<file path="src/rtl/kcpsm_io_bank.sv">
// KCPSM6 port-bus register bank: input read mux, output registers and a masked edge-triggered interrupt controller.
// Optional output readback at 0x80+n is enabled by defining KCPSM_IO_READBACK_EN.
module kcpsm_io_bank #(
  parameter int         NUM_IN        = 16,
  parameter int         NUM_OUT       = 16,
  parameter int         NUM_IRQ       = 4,
  parameter logic [7:0] OUT_RESET_VAL = 8'h00
) (
  input  logic                 sysclk,
  input  logic                 sysreset,
  input  logic [7:0]           port_id,
  input  logic                 write_strobe,
  input  logic                 read_strobe,
  input  logic [7:0]           io_data_in,
  output logic [7:0]           io_data_out,
  output logic                 interrupt,
  input  logic                 interrupt_ack,
  input  logic [NUM_IN*8-1:0]  in_ports,
  output logic [NUM_OUT*8-1:0] out_ports,
  input  logic [NUM_IRQ-1:0]   irq_req
);

  localparam logic [7:0] ADDR_MASK = 8'hFC;
  localparam logic [7:0] ADDR_PEND = 8'hFD;
  localparam logic [7:0] ADDR_RAW  = 8'hFE;

  logic [NUM_IRQ-1:0] sync1, sync2, prev, arm;
  logic [NUM_IRQ-1:0] mask, pend, act;
  logic [NUM_IRQ-1:0] rise_det, mask_next, pend_next, act_next;
  logic [1:0]         fill;
  logic               irq_next;
  logic [7:0]         rd_data;

  // Reads have no side effects, so the read qualifier is intentionally ignored.
  logic unused;
  assign unused = read_strobe;

  function automatic logic [7:0] zext(input logic [NUM_IRQ-1:0] v);
    logic [7:0] r;
    r = '0;
    r[NUM_IRQ-1:0] = v;
    return r;
  endfunction

  // A source only produces an edge once it has been seen low after reset,
  // so a line held high through reset never raises a spurious request.
  always_comb begin
    rise_det  = sync2 & ~prev & arm;
    mask_next = mask;
    pend_next = pend;
    if (write_strobe && port_id == ADDR_MASK) mask_next = io_data_in[NUM_IRQ-1:0];
    if (write_strobe && port_id == ADDR_PEND) pend_next = pend & ~io_data_in[NUM_IRQ-1:0];
    pend_next = pend_next | rise_det;
    act_next  = pend_next & mask_next;
    if (|(act_next & ~act))  irq_next = 1'b1;
    else if (interrupt_ack)  irq_next = 1'b0;
    else                     irq_next = interrupt;
  end

  always_comb begin
    rd_data = 8'h00;
    for (int n = 0; n < NUM_IN; n++)
      if (port_id == 8'(n)) rd_data = in_ports[8*n +: 8];
`ifdef KCPSM_IO_READBACK_EN
    for (int n = 0; n < NUM_OUT; n++)
      if (port_id == 8'(8'h80 + n)) rd_data = out_ports[8*n +: 8];
`endif
    if (port_id == ADDR_MASK) rd_data = zext(mask);
    if (port_id == ADDR_PEND) rd_data = zext(pend);
    if (port_id == ADDR_RAW)  rd_data = zext(sync2);
  end

  always_ff @(posedge sysclk) begin
    if (sysreset) begin
      sync1       <= '0;
      sync2       <= '0;
      prev        <= '0;
      arm         <= '0;
      fill        <= '0;
      mask        <= '0;
      pend        <= '0;
      act         <= '0;
      interrupt   <= 1'b0;
      io_data_out <= 8'h00;
      out_ports   <= {NUM_OUT{OUT_RESET_VAL}};
    end else begin
      sync1 <= irq_req;
      sync2 <= sync1;
      prev  <= sync2;
      // sync2 holds a real sample of irq_req only from the second cycle after reset
      if (fill != 2'd2) fill <= fill + 2'd1;
      if (fill == 2'd2) arm <= arm | ~sync2;
      mask        <= mask_next;
      pend        <= pend_next;
      act         <= act_next;
      interrupt   <= irq_next;
      io_data_out <= rd_data;
      for (int n = 0; n < NUM_OUT; n++)
        if (write_strobe && port_id == 8'(n)) out_ports[8*n +: 8] <= io_data_in;
    end
  end

endmodule

</file>
<file path="config.mk">
export PLATFORM = sky130hd
export DESIGN_NAME = kcpsm_io_bank
export DESIGN_NICKNAME = d
export VERILOG_FILES = /design/src/rtl/kcpsm_io_bank.sv
export SDC_FILE = /design/constraint.sdc
export NUM_CORES = 1
export LEC_CHECK = 0
export CAP_MARGIN = 20
export CORE_MARGIN = 3
export CORE_UTILIZATION = 44
export CTS_BUF_LIST = sky130_fd_sc_hd__clkbuf_16
export DETAILED_ROUTE_END_ITERATION = 8
export PLACE_DENSITY = 0.81
export SLEW_MARGIN = 0
export SYNTH_ARGS = -nofsm -noshare
export SYNTH_HDL_FRONTEND = slang
export SYNTH_SLANG_ARGS = --single-unit
</file>
<file path="constraint.sdc">
create_clock -name sysclk -period 2.7 [get_ports sysclk]
set_input_delay 0.54 -clock sysclk [delete_from_list [all_inputs] [get_ports sysclk]]
set_output_delay 0.54 -clock sysclk [all_outputs]
set_load 0.03 [all_outputs]
</file>
==> flow_metrics.py <==
metrics = {
    "timing": {
        "finalCritPeriodShare_pct": 90.6,
        "skew_ns": 0.0117,
        "fin_crit_ns": 2.45,
        "holdWs_ns": 0.451,
        "maxSlewViolCount": 0,
        "finalHoldViolCount": 0,
        "rsz0062_at_grt": "no",
        "setup_viol": 0,
        "fin_setup_tns_ns": 0,
        "fmax_ghz": 0.409,
        "slew_headroom_pct": 35.8,
        "tightest_slew_ns": 0.960,
    },
    "place": {
        "gp_congestion": 0.939,
        "hpwlAfterDp_um": 20400,
        "portBuffers": 288,
    },
    "synth": {
        "ys.flop_type": "dfxtp_1",
        "async_flop_share_pct": 0,
        "yosysMostFrequentCell": "dfxtp_1",
        "synth_nets": 1041,
        "synth_common_cells": "dfxtp_1 (167), nor2_1 (109), nand2_1 (101)",
        "syn_avg_cell_area_um2": 8.43,
        "yosysTopAreaCell": "dfxtp_1",
        "yosysUniqueCellTypes": 59,
        "synth_cells": 887,
        "synth-seq-cells": 167,
        "syn_area_um2": 7470,
        "synth_top_cells_by_area": "dfxtp_1 (45%), mux2i_1 (12%), a21oi_1 (6.5%)",
        "ys_seq_area_share_pct": 44.7,
        "synth-edff-count": 0,
        "ys_warn_count": 0,
        "synth.top_cell.area_share_pct": 44.7,
    },
    "critical_path": {
        "startpoint_type": "input port",
        "r2r_start": "sync2[2]$_SDFF_PP0_",
        "slowest_delay_ns": 0.45,
        "cp-end-kind": "flop",
        "r2r_setup_slack_ns": 1.40,
        "path_cells": "clkdlybuf4s50_1 > buf_4 > nor4_4 > nand2_1 > buf_4 > buf_4 > nor2_1 > buf_4 > nand2_1 > a21oi_1",
        "ff2ff_path_depth": 5,
        "required_ns": 3.06,
        "worst_path_max_delay_cell": "nor4_4",
        "crit_type": "input port to flop",
        "rr_endpoint": "io_data_out[2]$_SDFF_PP0_",
        "crit_fanout": 28,
        "crit_arrival_ns": 2.81,
        "cp_common_cell": "buf_4",
    },
    "routing": {
        "met3_length_um": 2970,
        "drtPass1Iterations": 6,
        "antenna_left": 0,
        "drt-met1-wl_um": 11000,
        "drc": 0,
        "via_per_inst": 5.56,
        "routed.top_layer": "met4",
        "wl_met2_um": 13200,
        "vias": 8033,
        "drtIter0Drc": 507,
        "wl_per_cell_um": 19.6,
        "drt-total-wl_um": 28300,
    },
    "floorplanning": {
        "dieArea_um2": 18600,
        "die_y_um": 136,
        "fp.dieW_um": 136,
        "initial_core_util_pct": 45.1,
        "boundaryPins": 290,
        "core-area_um2": 16600,
        "std_cell_rows": 47,
    },
    "final_layout": {
        "multi_input_area_um2": 3780,
        "nNetsFinal": 1365,
        "antenna_cells": 0,
        "syn_to_final_growth_pct": 57.1,
        "seqCellArea_um2": 3340,
        "fillers": 1281,
        "drive_above_1_share_pct": 12.1,
    },
    "power_and_ir_drop": {
        "power_w": 0.00568,
        "vdd_drop_max_v": 0.000494,
        "powerDensity_nw_per_um2": 484,
        "leakage_nw": 4.48,
    },
    "grt": {
        "grt-ovfl-total": 0,
        "antenna_found_initial": 0,
        "grt_pass1_wl_um": 42700,
        "grt_max_degree": 76,
        "grtUsageTotal_pct": 29.7,
        "grt_pass1_vias": 7935,
    },
    "clock_network": {
        "post_cts_buffers": 0,
        "clock_sinks": 167,
        "clock_latency_ns": 0.44,
        "root_buffer": "clkbuf_16",
        "post_cts_resized": 0,
        "numCtsBuffers": 17,
        "clk_pin_slew_worst_paths_ns": 0.07,
        "cts_hold_repair.buffers": 0,
        "clk_path_buf_depth": 2,
        "cts-htree-levels": 4,
        "cts_tree": "built",
    },
    "outcome": {
        "outcome": "complete, no violations",
    },
    "hold_path": {
        "holdPathStages": 2,
        "min_from": "out_ports[59]$_SDFFE_PP0P_",
        "whs_endpoint": "out_ports[59]$_SDFFE_PP0P_",
        "hold_class": "flop to flop",
    },
    "job": {
        "maxCapViolCount": 0,
    },
}
through the flow:
step	std cells	util (%)	cell area (um^2)	setup WS, ns
after floorplan	887	-	7470	0.478
after global placement	1412	67.1	11100	-0.0869
after detailed placement	1412	67.1	11100	-0.126
after CTS	1444	70.8	11700	0.286
after global routing	1444	70.8	11700	0.0546
final	1444	70.8	11700	0.254
area by class of cell:
cell class,count,share of cell area [%]
Multi-Input combinational cell,633,32.2
Tap cell,220,2.34
Clock inverter,15,1.52
Sequential cell,167,28.5
Timing Repair Buffer,380,31.4
Inverter,12,0.384
Clock buffer,17,3.62
critical path: cells and delay by family:
family | cells | cell delay, ns
AO/OA/AOI/OAI | 1 | 0.18
buffers and inverters | 5 | 1.18
AND/OR/NAND/NOR | 4 | 0.90
how the worst max path moves through the flow:
stage / startpoint / to / cells after the start
2_1_floorplan: port_id[5] / out_ports[8]$_SDFFE_PP0P_ / 7
3_3_place_gp: port_id[5] / out_ports[85]$_SDFFE_PP0P_ / 10
5_1_grt: port_id[5] / out_ports[85]$_SDFFE_PP0P_ / 10
4_1_cts: port_id[5] / out_ports[85]$_SDFFE_PP0P_ / 10
3_5_place_dp: port_id[5] / out_ports[85]$_SDFFE_PP0P_ / 10
6_report: port_id[5] / out_ports[85]$_SDFFE_PP0P_ / 10
per-layer routing:
layer | vias to the layer above | GRT usage [%]
met3 | 77 | 9.92
li1 | 3777 | -
met4 | 0 | 13.6
met1 | 3793 | 34.9
met5 | - | 0
met2 | 386 | 48.9
cells by family (layout without fill, tap and decap cells):
logic type | count (synthesis) | after routing | share of synthesized area (%)
xor+xnor | 1 | 1 | 0.117
simple gates | 300 | 300 | 18.0
mux | 95 | 95 | 13.5
compound gates | 236 | 236 | 18.9
buf+inv | 87 | 424 | 4.62
flops | 167 | 167 | 44.7
fa+ha+maj | 1 | 1 | 0.167
state kept, by name (all words and copies together), names as in the netlist:
signal and count:
act 4, arm 4, fill 2, interrupt 1, io_data_out 8, mask 4, out_ports 128, pend 4
prev 4, sync1 4, sync2 4
power by group:
part | switching, W | total, W | internal, W | leakage [nW]
registers | 0.0000231 | 0.00253 | 0.00251 | 1.35
logic | 0.000355 | 0.000721 | 0.000366 | 2.84
clock network | 0.00118 | 0.00243 | 0.00125 | 0.285
layout by cell type, fill, tap and decap left out, types with 4 or more instances in the layout:
cell,Yosys,routed
clkdlybuf4s50_1,0,285
dfxtp_1,167,167
nor2_1,109,109
nand2_1,101,101
a21oi_1,97,97
mux2i_1,87,87
buf_4,1,83
o21ai_0,68,68
nand3_1,26,26
nor3_1,17,17
clkbuf_16,0,17
nor2b_1,13,13
inv_1,11,11
o22ai_1,10,10
buf_12,0,10
a32oi_1,8,8
a221oi_1,6,6
clkinv_8,0,6
or3_1,5,5
nor2_2,4,4
mux2_2,4,4
nand2b_1,4,4
o211ai_1,4,4
and3_1,4,4
a21o_1,4,4
nand4_1,4,4
a211oi_1,4,4
mux4_2,4,4
inv_6,0,4
Note: power is estimated with default switching activity, not from simulation.
